<file path="src/rtl/aes_io_pkg.sv">
// -----------------------------------------------------------------------------
// aes_io_pkg
// Shared types and constants for the AES operand loader.
//   AES_W          : width of one AES operand (key or ciphertext block)
//   loader_state_t : loader FSM states
// -----------------------------------------------------------------------------
package aes_io_pkg;

  localparam int AES_W = 128;

  typedef enum logic [1:0] {
    LOAD_KEY,
    LOAD_MSG,
    ARMED,
    DONE
  } loader_state_t;

endpackage

</file>
<file path="src/rtl/aes_word_shifter.sv">
// -----------------------------------------------------------------------------
// aes_word_shifter
// Assembles an AES_W-bit operand from a stream of WORD_W-bit words. Each
// enabled cycle shifts the register left by one word and appends din, so the
// first word received ends up in the most-significant position.
// Ports:
//   clk     : system clock, rising edge
//   reset_n : synchronous active-low reset, clears the operand
//   en      : shift in din this cycle
//   din     : incoming word
//   q       : assembled operand
// -----------------------------------------------------------------------------
module aes_word_shifter #(
  parameter int WORD_W = 32,
  parameter int AES_W  = 128
) (
  input  logic              clk,
  input  logic              reset_n,
  input  logic              en,
  input  logic [WORD_W-1:0] din,
  output logic [AES_W-1:0]  q
);

  // Operand register: cleared on reset, shifted by one word per accepted
  // transfer, otherwise held so the value stays frozen once loading ends.
  always_ff @(posedge clk) begin
    if (!reset_n) begin
      q <= '0;
    end else if (en) begin
      q <= {q[AES_W-WORD_W-1:0], din};
    end
  end

endmodule

</file>
<file path="src/rtl/aes_io_loader.sv">
// -----------------------------------------------------------------------------
// aes_io_loader
// Upstream feeder for aes_controller. Collects WORDS key words followed by
// WORDS ciphertext words over a valid/ready handshake, then raises io_ready
// and holds both operands stable until aes_ready reports completion.
// Ports:
//   clk       : system clock, rising edge
//   reset_n   : synchronous active-low reset
//   in_data   : input word, most-significant word first
//   in_valid  : in_data valid this cycle
//   in_ready  : loader accepts a word this cycle
//   key       : assembled 128-bit cipher key
//   msg_en    : assembled 128-bit ciphertext
//   io_ready  : operands complete and stable, starts the AES run
//   aes_ready : completion flag from aes_controller
//   busy      : high from the first accepted word until DONE
//   done      : decryption finished (terminal until reset)
// -----------------------------------------------------------------------------
module aes_io_loader
  import aes_io_pkg::*;
#(
  parameter int WORD_W = 32
) (
  input  logic              clk,
  input  logic              reset_n,
  input  logic [WORD_W-1:0] in_data,
  input  logic              in_valid,
  output logic              in_ready,
  output logic [AES_W-1:0]  key,
  output logic [AES_W-1:0]  msg_en,
  output logic              io_ready,
  input  logic              aes_ready,
  output logic              busy,
  output logic              done
);

  localparam int WORDS = AES_W / WORD_W;
  localparam int CNT_W = (WORDS > 1) ? $clog2(WORDS) : 1;
  localparam logic [CNT_W-1:0] LAST_CNT = CNT_W'(WORDS - 1);

  loader_state_t    state_q;
  loader_state_t    state_d;
  logic [CNT_W-1:0] cnt_q;
  logic             load_phase;
  logic             xfer;
  logic             last_word;

  // in_ready decodes from the state register only; reset_n gates it so no
  // word is handshaken while reset is held.
  assign load_phase = (state_q == LOAD_KEY) || (state_q == LOAD_MSG);
  assign in_ready   = reset_n && load_phase;
  assign xfer       = in_valid && in_ready;
  assign last_word  = (cnt_q == LAST_CNT);

  assign busy = ((state_q == LOAD_KEY) && (cnt_q != '0)) ||
                (state_q == LOAD_MSG) || (state_q == ARMED);

  // State register and word counter. The counter wraps on the last word of
  // each operand, so it restarts at zero for the ciphertext phase.
  always_ff @(posedge clk) begin
    if (!reset_n) begin
      state_q <= LOAD_KEY;
      cnt_q   <= '0;
    end else begin
      state_q <= state_d;
      if (xfer) begin
        cnt_q <= last_word ? '0 : cnt_q + 1'b1;
      end
    end
  end

  // Next-state and Moore outputs. aes_ready only matters once armed, and
  // DONE is terminal until reset.
  always_comb begin
    state_d  = state_q;
    io_ready = 1'b0;
    done     = 1'b0;
    case (state_q)
      LOAD_KEY: if (xfer && last_word) state_d = LOAD_MSG;
      LOAD_MSG: if (xfer && last_word) state_d = ARMED;
      ARMED: begin
        io_ready = 1'b1;
        if (aes_ready) state_d = DONE;
      end
      DONE:    done = 1'b1;
      default: state_d = LOAD_KEY;
    endcase
  end

  aes_word_shifter #(
    .WORD_W (WORD_W),
    .AES_W  (AES_W)
  ) u_key_shifter (
    .clk     (clk),
    .reset_n (reset_n),
    .en      (xfer && (state_q == LOAD_KEY)),
    .din     (in_data),
    .q       (key)
  );

  aes_word_shifter #(
    .WORD_W (WORD_W),
    .AES_W  (AES_W)
  ) u_msg_shifter (
    .clk     (clk),
    .reset_n (reset_n),
    .en      (xfer && (state_q == LOAD_MSG)),
    .din     (in_data),
    .q       (msg_en)
  );

endmodule

</file>
<file path="config.mk">
export PLATFORM = sky130hd
export DESIGN_NAME = aes_io_loader
export DESIGN_NICKNAME = d
export VERILOG_FILES = /design/src/rtl/aes_io_pkg.sv /design/src/rtl/aes_word_shifter.sv /design/src/rtl/aes_io_loader.sv
export SDC_FILE = /design/constraint.sdc
export NUM_CORES = 1
export LEC_CHECK = 0
export BUFFER_PORTS_ARGS = -buffer_cell sky130_fd_sc_hd__buf_2
export CAP_MARGIN = 20
export CORE_ASPECT_RATIO = 2
export CORE_UTILIZATION = 50
export CTS_CLUSTER_DIAMETER = 30
export DETAILED_ROUTE_END_ITERATION = 6
export PLACE_DENSITY = 0.86
export SETUP_SLACK_MARGIN = 0.15
export SLEW_MARGIN = 10
export SYNTH_ARGS = -nofsm -noshare
export SYNTH_HDL_FRONTEND = slang
export SYNTH_SLANG_ARGS = --single-unit
</file>
<file path="constraint.sdc">
create_clock -name clk -period 1.8 [get_ports clk]
set_input_delay 0.36 -clock clk [delete_from_list [all_inputs] [get_ports clk]]
set_output_delay 0.36 -clock clk [all_outputs]
set_load 0.02 [all_outputs]
</file>
## Word-level counts from Yosys, hierarchy flattened

Index checks and enable logic that the tools add are counted.

| word-level totals | value |
|---|---|
| bits in registers | 260 |
| bits in latches | 0 |
| bits in writable memories | 0 |
| bits in read-only memories | 0 |
| logic and storage cells | 32 |
| memories kept | 0 |

| cells by class | value |
|---|---|
| add/subtract/negate cells | 1 |
| multiply operators | 0 |
| divide/modulo/power cells | 0 |
| $lt $le $gt $ge | 0 |
| equality and inequality tests | 7 |
| shifts and indexed selects | 0 |
| muxes and demuxes | 7 |
| bitwise logic cells | 0 |
| reduce and logical (&&, ||, !) cells | 13 |

Operators by type and width:

| kind | count |
|---|---|
| 2-to-1 mux 2 bit | 4 |
| == test 2 bit (second input constant) | 3 |
| logical AND 1 bit | 6 |
| case mux 2 bit (3 select lines) | 1 |
| != test 2 x 1 -> 1 bit (second input constant) | 2 |
| AND reduction 4 bit | 1 |
| logical OR 1 bit | 3 |
| nonzero test 3 bit | 1 |
| adder 2 x 1 -> 2 bit (second input constant) | 1 |
| == test 2 x 1 -> 1 bit (second input constant) | 1 |
| logical NOT 2 bit | 1 |
| 2-to-1 mux 1 bit | 2 |
| != test 2 bit (second input constant) | 1 |
| nonzero test 2 bit | 1 |

## Logic depth before layout (Yosys ltp)

Gate-level depths: netlist of run 1.

| logic depth | value |
|---|---|
| word-level depth | 7 |
| mapped depth | 7 |

## Hierarchy

Synthesis of run 1 repeated with hierarchy kept, for this count alone.

| unflattened totals | value |
|---|---|
| cell total of the unflattened synthesis | 862 |
| area total of the unflattened synthesis | 10254.8 sq um |

Modules (own cells, without submodules):

| module | times used | cells each | area each (sq um) | sequential area each (sq um) |
|---|---|---|---|---|
| aes_word_shifter | 2 | 412 | 4968.5 | 2562.5 |
| aes_io_loader | 1 | 38 | 317.8 | 80.1 |

## Worst setup path before layout of run 1

Ideal clock, no wire load.

| timing | value |
|---|---|
| path kind | reg-to-output |
| from | reg state_q[0] |
| to | out in_ready |
| arrival | 1182 ps |
| data required time | 1440 ps |
| path slack | 258 ps |
| stages on the path, launching flop included | 5 |
| path through | dfxtp_1 > inv_1 > ha_1 > or2_2 > and2_1 |

| between the ends | value |
|---|---|
| cells in the longest elaborated chain, start to end | 3 |

RTL lines:

| item | RTL line | RTL |
|---|---|---|
| start: declaration | aes_io_loader.sv:41 | `loader_state_t state_q;` |
| start signal: assignment | aes_io_loader.sv:65 | `state_q <= state_d;` |
| == test 2 x 1 -> 1 bit or logical NOT 2 bit (tied branches) | aes_io_loader.sv:50 | `assign load_phase = (state_q == LOAD_KEY) \|\| (state_q == LOAD_MSG);` |
| logical OR 1 bit (*) | aes_io_loader.sv:50 |  |
| logical AND 1 bit (*) | aes_io_loader.sv:51 | `assign in_ready = reset_n && load_phase;` |
| end: declaration | aes_io_loader.sv:28 | `output logic in_ready,` |

Mark *: on every way between the ends. The rest lies on a longest branch, timed or not.

## Worst setup path after layout of run 1

| timing | value |
|---|---|
| from | reg state_q[1] |
| to | out in_ready |

The elaborated chain is that of the path after synthesis.

==> run summary, run 1 <==
status - finished, violations left
failing checks - setup timing
worst-path cell chain - inv_4 -> ha_4 -> or2_4 -> and2_4 -> buf_6
# setup viols final - 2
Pwr Density - 1020 nW/um^2
Mapped Cells - 1,149
Final Skew - 0.0163 ns
vias in the first global route - 8,181
Critical Path AT - 1.65 ns
R2R cell count - 8
uppermost layer routed - met4
Yosys warnings - 0
met2 routed WL - 13.6 mm
Post-DP Area - 11,500 sq um
worst setup path startpoint - state_q[1]$_SDFFE_PN0P_
final max-slew violation count - 0
CTS Hold Buffers Added - 0
DRC violations left - 0
Layout fillers - 1,521
Post-Layout Inst Area - 13,000 sq um
Via density - 5.12
clk_lat worst skew - 0.55 ns
top cell family by delay on the critical path - simple AND/OR/NAND/NOR gates
min-delay worst type - input port to register
Switching Share - 24.8%
Worst R2R End - u_msg_shifter.q[116]$_SDFFE_PN0P_
CTS tree - built
syn_nets - 1,191
placed instance count - 1,640
Overflow after GRT - 0
Clock Power Share - 47.1%
CTS root buf - clkbuf_16
post-synthesis simple-gate area fraction - 20.3%
area of the mapped netlist - 9920 sq um
GRT Total Usage - 24.6%
first-pass GRT wire length - 40.2 mm
Crit Reg-Reg Startpoint - state_q[1]$_SDFFE_PN0P_
reg2reg setup slack - 0.12 ns
via count - 8,760
RSZ-0062 raised after global routing - yes
post-synthesis sequential area ratio - 52.5%
drt wl/cell - 15.7 um
part of the power in registers - 44.8%
compound-gate portion of the synthesized area - 20.6%
core area - 19,400 sq um
Setup CP Type - register to output port
Slew headroom - 69.3%
Req. time, crit path - 1.44 ns
largest family of logic cells by synthesized area - compound AO/OA/AOI/OAI gates
CTS sink cnt - 260
Final ANT Viol Nets - 0
Rows - 72
H-tree lvl count - 1
Max FO, Critical Path - 2
Met3 Wirelength - 1.38 mm
commonest non-fill, non-tap cell in the layout - nand2_1
top cell type by total area after synthesis - dfxtp_1
commonest non-fill, non-tap cells in the layout - nand2_1 (500), buf_2 (290), dfxtp_1 (258)
Die W - 102 um
mux contribution to synthesized area - 0.303%
routed wire length - 26.8 mm
synthesized area per cell - 8.63 sq um
Layout area overhead - 30.9%
die area - 20,400 sq um
Slew @ Worst Pin - 0.455 ns
adder-cell share of the synthesized area - 0.757%
post-synth cell types - 23
DRT Pass-1 Iters - 5
I/O pin cnt - 296
CP endpoint - in_ready
Area contributors post-synth - dfxtp_1 (52%), nand2_1 (20%), a21boi_1 (16%)
Layout Cells excl Fill - 1,710
Comb pwr share - 8.2%
XOR/XNOR Fraction of Synth Area - 0%
initial antenna violation count - 4
share of cells above drive strength 1 - 30.9%
CP Buf/Inv Count - 2
switching power of the nets - 3.29 mW
gpl congestion - 0.824
clk buf depth - 3
Starting Density - 51.2%
port bufs - 295
endpoints failing hold - 0
WL met1 - 10.2 mm
Setup crit start kind - register
Die Ht - 201 um
part of the cycle the worst path needs - 112%
Critical Path Sink Type - output port
maximum vdd drop - 1060 uV
First DRT Iteration DRCs - 352
Period minus WS final - 2.01 ns
Stages on worst setup path - 5
setup TNS - -0.322 ns
Max Clk Rate - 497 MHz
Int Power - 9.99 mW
Yosys top cell area share - 52.5%
Util after Layout - 67.0%
Worst Setup Slack, final - -0.211 ns
worst hold margin - 0.0517 ns
largest net degree at the start of global routing - 77
Total Nets Final - 1,466
CTS Buf Count - 30
crit path max-delay cell type - dfxtp_2
FF+latch count, synth - 260
Pleak - 5.47 nW
max_cap viols - 0
CTS clk-pin slew, worst paths - 0.07 ns
hpwl dp - 17.3 mm
Max stage delay on crit path - 0.35 ns
[flip-flops by register name, summed over array words and instances (netlist names)]
name             count
u_key_shifter.q    128
u_msg_shifter.q    128
cnt_q                2
state_q              2
[worst min-delay path by stage]
stage	start	endpoint	slack, ns	depth (start not counted)
after global routing	in_data[7]	u_msg_shifter.q[7]$_SDFFE_PN0P_	0.05	3
after detailed placement	u_key_shifter.q[99]$_SDFFE_PN0P_	u_key_shifter.q[99]$_SDFFE_PN0P_	0.44	2
after CTS	in_data[6]	u_key_shifter.q[6]$_SDFFE_PN0P_	0.04	3
after floorplan	state_q[1]$_SDFFE_PN0P_	state_q[1]$_SDFFE_PN0P_	0.47	2
after global placement	u_msg_shifter.q[102]$_SDFFE_PN0P_	u_msg_shifter.q[102]$_SDFFE_PN0P_	0.44	2
final	in_data[6]	u_key_shifter.q[6]$_SDFFE_PN0P_	0.05	3
[routing by layer]
layer | vias up | global-route usage, %
met5 | - | 0
met4 | 0 | 17.0
met2 | 314 | 40.9
met3 | 91 | 3.68
li1 | 4241 | -
met1 | 4114 | 28.3
[tightest hold or removal path, delay by kind of cell]
| kind | cells | cell delay [ns] |
|---|---|---|
| simple gates | 1 | 0.05 |
| compound gates | 1 | 0.05 |
| buf+inv | 1 | 0.10 |
[cell usage after synthesis]
library cell and number:
nor2_1 1, a211oi_2 1, nand2_1 516, or2_2 1
o21ai_0 2, and2_1 1, a21boi_2 24, clkbuf_1 25
nor3_1 1, buf_4 20, dfxtp_1 260, nand3_1 3
a21boi_0 17, and3_1 2, or3_1 1, mux2i_1 3
buf_6 14, nand2b_1 1, a21boi_1 216, buf_2 27
inv_1 5, ha_1 6, nor2b_1 2
[per-stage QoR]
stage                     setup slack [ns]  total power [mW]
after floorplan                      0.258              6.71
after global placement               0.160              6.99
after detailed placement             0.121              7.01
after CTS                           -0.185              13.3
after global routing                -0.236              13.7
final                               -0.211              13.3
[timing repair]
action	in CTS	in global routing
gates cloned	1	3
pin swaps	3	18
buffers inserted	4	3
resized for setup	23	47
endpoints found under the setup margin	18	65
[area by class of cell]
| class | count | area, sq um | share of cell area [%] |
|---|---|---|---|
| diodes | 4 | 10.0 | 0.0771 |
| clock buffers | 34 | 797 | 6.14 |
| clock inverters | 21 | 239 | 1.84 |
| inverters | 5 | 23.8 | 0.183 |
| multi-input cells | 798 | 4360 | 33.6 |
| flip-flops and latches | 260 | 5210 | 40.1 |
| well taps | 259 | 324 | 2.50 |
| repair buffers | 329 | 2020 | 15.6 |
[kinds of logic after synthesis]
| kind of cell | after synthesis |
|---|---|
| compound gates | 260 |
| fa+ha+maj | 6 |
| buf+inv | 91 |
| flops | 260 |
| mux | 3 |
| simple gates | 529 |
[power by group through the flow]
| stage | logic, mW | clock network [mW] | registers, mW |
|---|---|---|---|
| after CTS | 1.00 | 6.36 | 5.94 |
| after floorplan | 0.543 | 0 | 6.16 |
| after detailed placement | 0.952 | 0 | 6.06 |
| after global placement | 0.935 | 0 | 6.06 |
| final | 1.08 | 6.25 | 5.94 |
| after global routing | 1.16 | 6.63 | 5.95 |
Note: power is estimated with default switching activity, not from simulation.
==> inputs of run 2 (changes only) <==
--- a/config.mk
+++ b/config.mk
@@ -5,10 +5,12 @@
 export SDC_FILE = /design/constraint.sdc
 export NUM_CORES = 1
 export LEC_CHECK = 0
+export ABC_CLOCK_PERIOD_IN_PS = 1800
 export BUFFER_PORTS_ARGS = -buffer_cell sky130_fd_sc_hd__buf_2
 export CAP_MARGIN = 20
 export CORE_ASPECT_RATIO = 2
 export CORE_UTILIZATION = 50
+export CTS_BUF_LIST = sky130_fd_sc_hd__clkbuf_4 sky130_fd_sc_hd__clkbuf_8 sky130_fd_sc_hd__clkbuf_16
 export CTS_CLUSTER_DIAMETER = 30
 export DETAILED_ROUTE_END_ITERATION = 6
 export PLACE_DENSITY = 0.86
==> constraint.sdc (replaced) <==
create_clock -name clk -period 1.8 [get_ports clk]
set_input_delay 0.36 -clock clk [delete_from_list [all_inputs] [get_ports clk]]
set_output_delay 0.36 -clock clk [all_outputs]
set_load 0.01 [all_outputs]
==> run summary, run 2 (synthesized netlist as in run 1, its figures left out) <==
reg2reg setup slack - 0.14 ns
commonest non-fill, non-tap cells in the layout - nand2_1 (516), buf_2 (292), dfxtp_1 (258)
via count - 8,757
Post-DP Area - 11,500 sq um
Layout fillers - 1,495
Setup CP Type - register to output port
clk buf depth - 3
Clock Power Share - 46.5%
gpl congestion - 0.837
Pleak - 5.49 nW
R2R cell count - 9
Rows - 72
Max FO, Critical Path - 4
initial antenna violation count - 4
Final ANT Viol Nets - 0
max_cap viols - 0
Layout Cells excl Fill - 1,716
Starting Density - 51.2%
CTS root buf - clkbuf_16
Req. time, crit path - 1.44 ns
final max-slew violation count - 0
First DRT Iteration DRCs - 337
Pwr Density - 1000 nW/um^2
part of the cycle the worst path needs - 113%
DRC violations left - 0
Slew headroom - 68.9%
share of cells above drive strength 1 - 29.7%
Slew @ Worst Pin - 0.462 ns
Period minus WS final - 2.04 ns
CTS Buf Count - 30
largest net degree at the start of global routing - 77
CP Buf/Inv Count - 3
switching power of the nets - 3.24 mW
Critical Path Sink Type - output port
crit path max-delay cell type - dfxtp_2
CTS clk-pin slew, worst paths - 0.06 ns
DRT Pass-1 Iters - 5
GRT Total Usage - 24.9%
drt wl/cell - 15.9 um
Stages on worst setup path - 6
Max stage delay on crit path - 0.36 ns
# setup viols final - 2
Crit Reg-Reg Startpoint - state_q[1]$_SDFFE_PN0P_
Die Ht - 201 um
part of the power in registers - 45.7%
Critical Path AT - 1.68 ns
RSZ-0062 raised after global routing - yes
Post-Layout Inst Area - 13,000 sq um
first-pass GRT wire length - 40.7 mm
worst-path cell chain - inv_4 -> ha_4 -> buf_4 -> nor2_2 -> o21ai_2 -> buf_2
Via density - 5.10
CTS Hold Buffers Added - 0
CP endpoint - busy
Comb pwr share - 7.8%
maximum vdd drop - 860 uV
power consumption - 13.0 mW
min-delay worst type - input port to register
clk_lat worst skew - 0.56 ns
Layout area overhead - 30.8%
hpwl dp - 17.2 mm
Int Power - 9.76 mW
placed instance count - 1,642
endpoints failing hold - 0
Final Skew - 0.0118 ns
top cell family by delay on the critical path - flip-flops
die area - 20,400 sq um
status - finished, violations left
vias in the first global route - 8,192
biggest regs - u_key_shifter.q x128, u_msg_shifter.q x128
Worst R2R End - u_msg_shifter.q[100]$_SDFFE_PN0P_
worst setup path startpoint - state_q[1]$_SDFFE_PN0P_
commonest non-fill, non-tap cell in the layout - nand2_1
CTS tree - built
Total Nets Final - 1,473
I/O pin cnt - 296
setup TNS - -0.454 ns
CTS sink cnt - 260
Overflow after GRT - 0
H-tree lvl count - 1
port bufs - 295
Max Clk Rate - 491 MHz
Util after Layout - 67.0%
failing checks - setup timing
Setup crit start kind - register
Worst Setup Slack, final - -0.238 ns
core area - 19,400 sq um
Switching Share - 24.9%
routed wire length - 27.3 mm
Die W - 102 um
[run 2: changes by cell type in the layout (fill, tap and decap cells not counted), sizes merged]
cell,change
buf,+4
inv,-8
clkinv,+5
bufinv,-1
clkinvlp,+5
clkbuf,+1
[run 2: routing by layer]
metal / wire (um) / share of wire (%) / vias to the layer above / GRT usage, %
met4: 1480 / 5.4 / 0 / 16.2
met2: 14100 / 52 / 323 / 42.4
met5: 0 / 0 / - / 0
met3: 1360 / 5.0 / 85 / 3.37
met1: 10300 / 38 / 4093 / 28.5
li1: - / - / 4256 / -
[run 2: what timing repair did]
item                                    CTS  global route
setup buffers                             4             3
endpoints found under the setup margin   18           103
gates cloned                              1             8
resized for setup                        19            21
pin swaps                                 4            43
[run 2: worst min-delay path: stages]
cell	delay (ns)
buf_2	0.10
nand2_1	0.05
a21boi_1	0.05
[run 2: area by class of cell]
class / count / area, sq um / area share [%]
multi-input cells: 798 / 4250 / 32.7
diodes: 4 / 10.0 / 0.0772
clock buffers: 32 / 772 / 5.95
repair buffers: 336 / 2140 / 16.5
clock inverters: 22 / 244 / 1.88
inverters: 5 / 23.8 / 0.183
flip-flops and latches: 260 / 5210 / 40.2
well taps: 259 / 324 / 2.50
[run 2: how the worst min path moves through the flow]
stage                                   endpoint  slack, ns  depth (start not counted)                         startpoint
2_1_floorplan            state_q[1]$_SDFFE_PN0P_       0.47                          2            state_q[1]$_SDFFE_PN0P_
3_3_place_gp   u_msg_shifter.q[102]$_SDFFE_PN0P_       0.44                          2  u_msg_shifter.q[102]$_SDFFE_PN0P_
3_5_place_dp   u_msg_shifter.q[107]$_SDFFE_PN0P_       0.44                          2  u_msg_shifter.q[107]$_SDFFE_PN0P_
4_1_cts          u_key_shifter.q[7]$_SDFFE_PN0P_       0.03                          3                         in_data[7]
5_1_grt          u_key_shifter.q[6]$_SDFFE_PN0P_       0.04                          3                         in_data[6]
6_report         u_key_shifter.q[7]$_SDFFE_PN0P_       0.05                          3                         in_data[7]
[run 2: per-stage QoR]
stage / hold WS, ns / setup WS, ns
2_1_floorplan: 0.468 / 0.295
3_3_place_gp: 0.437 / 0.178
3_5_place_dp: 0.443 / 0.122
4_1_cts: 0.0288 / -0.204
5_1_grt: 0.0431 / -0.261
6_report: 0.0507 / -0.238
[run 2: power by group through the flow]
stage          sequential (mW)  clock (mW)  combinational [mW]
6_report                  5.94        6.05                1.01
5_1_grt                   5.95        6.40                1.09
4_1_cts                   5.94        6.16               0.922
3_5_place_dp              6.06           0               0.877
3_3_place_gp              6.06           0               0.859
2_1_floorplan             6.09           0               0.534
